[config.mk]
export PLATFORM = sky130hd
export DESIGN_NAME = param_modulator
export DESIGN_NICKNAME = d
export VERILOG_FILES = /design/src/rtl/param_modulator_pkg.sv /design/src/rtl/sine_lut.sv /design/src/rtl/param_modulator.sv
export SDC_FILE = /design/constraint.sdc
export NUM_CORES = 1
export LEC_CHECK = 0
export CAP_MARGIN = 20
export CORE_MARGIN = 4
export CORE_UTILIZATION = 43
export DETAILED_ROUTE_END_ITERATION = 6
export GPL_ROUTABILITY_DRIVEN = 0
export HOLD_SLACK_MARGIN = 0.1
export PLACE_DENSITY = 0.75
export SYNTH_ARGS = -nofsm -noshare
export SYNTH_HDL_FRONTEND = slang
export SYNTH_SLANG_ARGS = --single-unit
[constraint.sdc]
create_clock -name clk -period 3 [get_ports clk]
set_input_delay 0.45 -clock clk [delete_from_list [all_inputs] [get_ports clk]]
set_output_delay 0.45 -clock clk [all_outputs]
set_load 0.005 [all_outputs]
[src/rtl/param_modulator_pkg.sv]
// Shared types and constants for the param_modulator carrier modulator.
package param_modulator_pkg;

  localparam logic [1:0] MODE_ASK    = 2'b00;
  localparam logic [1:0] MODE_FSK    = 2'b01;
  localparam logic [1:0] MODE_BPSK   = 2'b10;
  localparam logic [1:0] MODE_SILENT = 2'b11;

  typedef enum logic [1:0] {
    ST_IDLE = 2'b00,
    ST_RUN  = 2'b01,
    ST_DONE = 2'b10
  } state_t;

  function automatic int midscale(input int w);
    return int'(32'd1 << (w - 1));
  endfunction

endpackage

[src/rtl/sine_lut.sv]
// Combinational full-wave offset-binary sine table, one carrier period
// over 2^LUT_AW entries; entry 0 is midscale and the peak is 2^OUT_W-1.
module sine_lut
  import param_modulator_pkg::*;
#(
  parameter int LUT_AW = 6,
  parameter int OUT_W  = 8
) (
  input  logic [LUT_AW-1:0] addr_i,
  output logic [OUT_W-1:0]  data_o
);

  localparam int  DEPTH = int'(32'd1 << LUT_AW);
  localparam real PI    = 3.14159265358979323846;

  // Amplitude is midscale-1 so that the positive peak lands exactly on all-ones.
  function automatic logic [OUT_W-1:0] sine_entry(input int idx);
    real amp;
    real v;
    amp = real'(midscale(OUT_W) - 1);
    v   = real'(midscale(OUT_W)) + amp * $sin(2.0 * PI * real'(idx) / real'(DEPTH)) + 0.5;
    return OUT_W'($rtoi(v));
  endfunction

  logic [OUT_W-1:0] table_s [DEPTH];

  for (genvar g = 0; g < DEPTH; g++) begin : g_tab
    assign table_s[g] = sine_entry(g);
  end

  assign data_o = table_s[addr_i];

endmodule

[src/rtl/param_modulator.sv]
// ASK/FSK/BPSK frame modulator. Define PARAM_MODULATOR_REPEAT_EN to let a held
// start chain frames back-to-back; otherwise start must drop low between frames.
module param_modulator
  import param_modulator_pkg::*;
#(
  parameter int MSG_W  = 10,
  parameter int OUT_W  = 8,
  parameter int SPS    = 16,
  parameter int LUT_AW = 6,
  parameter int INC_F0 = 1,
  parameter int INC_F1 = 2
) (
  input  logic             clk,
  input  logic             rst,
  input  logic             start,
  input  logic [MSG_W-1:0] msg,
  input  logic [1:0]       mode,
  output logic [OUT_W-1:0] out,
  output logic             busy,
  output logic             done,
  output logic             bit_out
);

  localparam int SCW = $clog2(SPS);
  localparam int BCW = (MSG_W > 1) ? $clog2(MSG_W) : 1;
  localparam logic [OUT_W-1:0] MID     = OUT_W'(midscale(OUT_W));
  localparam logic [SCW-1:0]   SC_LAST = SCW'(SPS - 1);
  localparam logic [BCW-1:0]   BC_LAST = BCW'(MSG_W - 1);

  state_t            state_q;
  logic [1:0]        mode_q;
  logic [MSG_W-1:0]  shreg_q;
  logic [SCW-1:0]    sc_q;
  logic [BCW-1:0]    bc_q;
  logic [LUT_AW-1:0] phase_q;
  logic [OUT_W-1:0]  out_q;
  logic              busy_q;
  logic              done_q;
  logic              bit_out_q;

  logic [OUT_W-1:0]  lut_s;
  logic              launch_s;
  logic              arm_ok_s;
  logic              last_s;
  logic              next_bit_s;

  function automatic logic [OUT_W-1:0] shape_sample(input logic [1:0] md, input logic b,
                                                    input logic [OUT_W-1:0] s);
    case (md)
      MODE_ASK:  return b ? s : MID;
      MODE_FSK:  return s;
      MODE_BPSK: return b ? s : ~s;
      default:   return MID;
    endcase
  endfunction

  function automatic logic [LUT_AW-1:0] phase_inc(input logic [1:0] md, input logic b);
    if (md == MODE_FSK) begin
      return b ? LUT_AW'(INC_F1) : LUT_AW'(INC_F0);
    end else begin
      return LUT_AW'(1);
    end
  endfunction

  sine_lut #(.LUT_AW(LUT_AW), .OUT_W(OUT_W)) u_sine_lut (
    .addr_i (phase_q),
    .data_o (lut_s)
  );

`ifndef PARAM_MODULATOR_REPEAT_EN
  logic armed_q;

  // Re-arm once start is seen low; disarm on every frame launch.
  always_ff @(posedge clk or negedge rst) begin
    if (!rst) begin
      armed_q <= 1'b1;
    end else if (launch_s) begin
      armed_q <= 1'b0;
    end else if (!start) begin
      armed_q <= 1'b1;
    end else begin
      armed_q <= armed_q;
    end
  end

  assign arm_ok_s = armed_q;
`else
  assign arm_ok_s = 1'b1;
`endif

  // Frame launch decision; with repeat enabled a held start chains out of DONE.
  always_comb begin
    launch_s = 1'b0;
    case (state_q)
      ST_IDLE: launch_s = start && arm_ok_s;
`ifdef PARAM_MODULATOR_REPEAT_EN
      ST_DONE: launch_s = start;
`endif
      default: launch_s = 1'b0;
    endcase
  end

  assign last_s     = (sc_q == SC_LAST) && (bc_q == BC_LAST);
  assign next_bit_s = (sc_q == SC_LAST) ? shreg_q[MSG_W-2] : shreg_q[MSG_W-1];

  // Frame FSM. phase_q always holds the phase of the sample to be shown next,
  // and is 0 outside RUN so the launch sample reads the table at phase 0.
  always_ff @(posedge clk or negedge rst) begin
    if (!rst) begin
      state_q   <= ST_IDLE;
      mode_q    <= MODE_ASK;
      shreg_q   <= '0;
      sc_q      <= '0;
      bc_q      <= '0;
      phase_q   <= '0;
      out_q     <= MID;
      busy_q    <= 1'b0;
      done_q    <= 1'b0;
      bit_out_q <= 1'b0;
    end else begin
      case (state_q)
        ST_IDLE, ST_DONE: begin
          sc_q <= '0;
          bc_q <= '0;
          if (launch_s) begin
            state_q   <= ST_RUN;
            mode_q    <= mode;
            shreg_q   <= msg;
            phase_q   <= phase_inc(mode, msg[MSG_W-1]);
            out_q     <= shape_sample(mode, msg[MSG_W-1], lut_s);
            busy_q    <= 1'b1;
            done_q    <= 1'b0;
            bit_out_q <= msg[MSG_W-1];
          end else begin
            state_q   <= ST_IDLE;
            phase_q   <= '0;
            out_q     <= MID;
            busy_q    <= 1'b0;
            done_q    <= 1'b0;
            bit_out_q <= 1'b0;
          end
        end
        ST_RUN: begin
          if (last_s) begin
            state_q   <= ST_DONE;
            sc_q      <= '0;
            bc_q      <= '0;
            phase_q   <= '0;
            out_q     <= MID;
            busy_q    <= 1'b0;
            done_q    <= 1'b1;
            bit_out_q <= 1'b0;
          end else begin
            if (sc_q == SC_LAST) begin
              sc_q    <= '0;
              bc_q    <= bc_q + 1'b1;
              shreg_q <= shreg_q << 1;
            end else begin
              sc_q    <= sc_q + 1'b1;
            end
            phase_q   <= phase_q + phase_inc(mode_q, next_bit_s);
            out_q     <= shape_sample(mode_q, next_bit_s, lut_s);
            bit_out_q <= next_bit_s;
          end
        end
        default: begin
          state_q   <= ST_IDLE;
          phase_q   <= '0;
          out_q     <= MID;
          busy_q    <= 1'b0;
          done_q    <= 1'b0;
          bit_out_q <= 1'b0;
        end
      endcase
    end
  end

  assign out     = out_q;
  assign busy    = busy_q;
  assign done    = done_q;
  assign bit_out = bit_out_q;

endmodule

==> impl_metrics.yaml <==
clocking:
  ctsHoldBuffers: 0
  cts_sinks: 39
  clk_pin_slew_ps: 90
  cts_buffers: 5
  clockBufferDepth: 2
  cts_tree: "yes"
  root_buffer: "clkbuf_8"
  clock_insertion_delay_worst_skew_ps: 290
  h-tree-depth: 2
power:
  pwr_density_cell_nw_per_um2: 267.5
  irDropWorstVdd_uv: 210.9
  leakagePower_nw: 1.535
  total_power_mw: 0.9655
logic_synthesis:
  synth_seq_cells: 39
  async_flop_share_pct: 100.0
  synth_top_area_share_pct: 29.34
  synth_nets: 428
  avgSynthCellArea_um2: 8.239
  synth_cell_types: 58
  syn_area_um2: 3156
  yosys_warnings: 0
  yosysSeqAreaShare_pct: 31.01
  synth_area_leaders: "dfrtp_1 (29%), ha_1 (11%), nand2_1 (5.7%), nor2_1 (4.3%), o21ai_0 (4.3%)"
  ys.flop_type: "dfrtp_1"
  synth_enable_flop_cells: 0
  yosys.area.top_type: "dfrtp_1"
  synth_cells: 383
critical_path:
  worst-path-stages: 11
  crit_fanout: 6
  r2r_start: "phase_q[0]"
  arrival_ps: 2990
  rr_endpoint: "out[2]"
  r2r_slack_ps: 190
  critPathKind: "reg -> reg"
  crit_chain: "inv_2 > ha_1 > nand2b_1 > o21ai_0 > a221o_1 > a311o_1 > ha_1 > o21ai_0 > o311ai_0 > o21ai_0 > a221o_1"
  start_kind: "flop"
  cpPeakStageDelay_ps: 410
  worstSetupEndpointType: "flop"
  crit_slowest_cell: "a311o_1"
  required_ps: 3170
  r2r_cells: 11
  path_common_cell: "o21ai_0"
  crit_buf_inv: 1
  path_delay_family: "compound AO/OA/AOI/OAI gates"
cells_and_area:
  regArea_um2: 978.4
  drive_above_1_share_pct: 8.374
  fillers: 654
  final_nets: 450
  mostFrequentLayoutCells: "nand2_1 (48), dfrtp_1 (37), nor2_1 (36), ha_1 (29), o21ai_0 (27)"
  final_common_cell: "nand2_1"
  multi_input_area_um2: 1968
  final_area_um2: 3610
  diodes: 0
  syn_to_final_growth_pct: 14.39
drt:
  first_iter_violations: 240
  vias: 2880
  post_drt_wl_per_cell_um: 15.15
  postRouteAntennaNets: 0
  drc: 0
  dr.pass1.iters: 5
  viasPerCell: 5.737
  wl_um: 7603
timing:
  rsz0062_at_grt: "false"
  max_freq_mhz: 355.4
  timing.hold.ws_ps: 266.4
  drv_slew: 0
  min_period_ps: 2813
  finalCritPeriodShare_pct: 93.78
  setup_viol: 0
  tns_ps: 0
  relSlewSlack_pct: 39.77
  tightest_slew_ps: 896.6
  hold_viol_final: 0
  skew_ps: 9.028
  timing.final.ws_setup_ps: 186.6
die:
  num_io_pins: 26
  die_area_um2: 8773
  die_h_um: 93.67
  start_util_pct: 45.44
  num_rows: 30
  chipWidth_um: 93.67
  core_um2: 6944
job:
  maxCapViolations: 0
global_routing:
  grt_max_degree: 40
  grt_overflow: 0
  antenna_found_initial: 0
  grt_util_all_layers_pct: 18.11
  grt_pass1_wl_um: 12910
  grt_pass1_vias: 2708
place:
  placed_area_um2: 3511
  place_ws_ps: 177.7
  io_buffers: 25
  dpl.hpwl_um: 5351
min_path:
  hold_class: "in -> async"
status:
  outcome: "finished, final reports clean"
==> layout make-up <==
type	count	share of cell area [%]
Clock inverter	2	0.4506
Timing Repair Buffer	42	10.33
Clock buffer	6	2.288
Sequential cell	39	27.11
Multi-Input combinational cell	298	54.52
Inverter	19	1.976
Tap cell	96	3.328
==> what timing repair did <==
action                                 in CTS  in global routing
setup endpoints to repair                   0                  1
endpoints found under the hold margin       0                  0
gates resized for setup                     0                  1
setup buffers                               0                  0
==> sequential cells by signal, indices dropped and copies added (netlist names) <==
name / count
mode_q: 2
state_q: 2
bc_q: 4
shreg_q: 10
out: 8
busy: 1
bit_out: 1
arm_ok_s: 1
phase_q: 6
sc_q: 4
==> synth_stat cells, types with 4 or more instances <==
master / instances
a31oi_1: 11
ha_1: 29
xnor2_1: 4
clkbuf_1: 16
nand2b_1: 12
o31ai_1: 4
buf_4: 4
nand3_1: 10
inv_1: 18
a21oi_1: 16
a211oi_1: 9
a221o_1: 7
buf_2: 5
o21ai_0: 27
nor3_1: 9
mux2i_1: 12
nor2_1: 36
dfrtp_1: 37
nor2b_1: 9
nand2_1: 48
o22ai_1: 5
==> worst max-delay path by stage <==
stage | slack, ps | start | end
2_1_floorplan | 140 | phase_q[0] | out[2]
5_1_grt | 40 | phase_q[0] | out[2]
4_1_cts | 160 | phase_q[0] | out[2]
3_5_place_dp | 180 | phase_q[0] | out[2]
6_report | 190 | phase_q[0] | out[2]
3_3_place_gp | 280 | phase_q[0] | out[2]
==> power by group <==
group	internal [mW]	leakage (nW)	total (mW)	switching (mW)
clock network	0.188	0.0474	0.390	0.202
registers	0.525	0.448	0.525	0
logic	0.0238	1.04	0.0504	0.0266
==> layer usage <==
metal / wire length [um] / vias to the layer above / track usage (%)
met2: 3646 / 106 / 29.42
met1: 3442 / 1351 / 24.87
met3: 434 / 10 / 3.686
met5: 0 / - / 0
li1: - / 1413 / -
met4: 80 / 0 / 4.091
==> cells by family (layout without fill, tap and decap cells) <==
kind of cell               Yosys count  after routing  synth area share, %
DFF                                 39             39                31.01
muxes                               16             16                5.710
adders and majority gates           30             30                12.13
xor gates and xnor gates             4              4                1.110
AOI/OAI and AO/OA                  108            108                22.76
and+or+nand+nor                    140            140                20.66
buffers and inverters               46             69                6.621
==> per-stage QoR <==
stage,util [%],std cells
CTS,51.98,502
global placement,50.56,494
floorplan,-,383
finish,51.98,502
global route,51.98,502
detailed placement,50.56,494
Power figures use the tool's default switching activity.
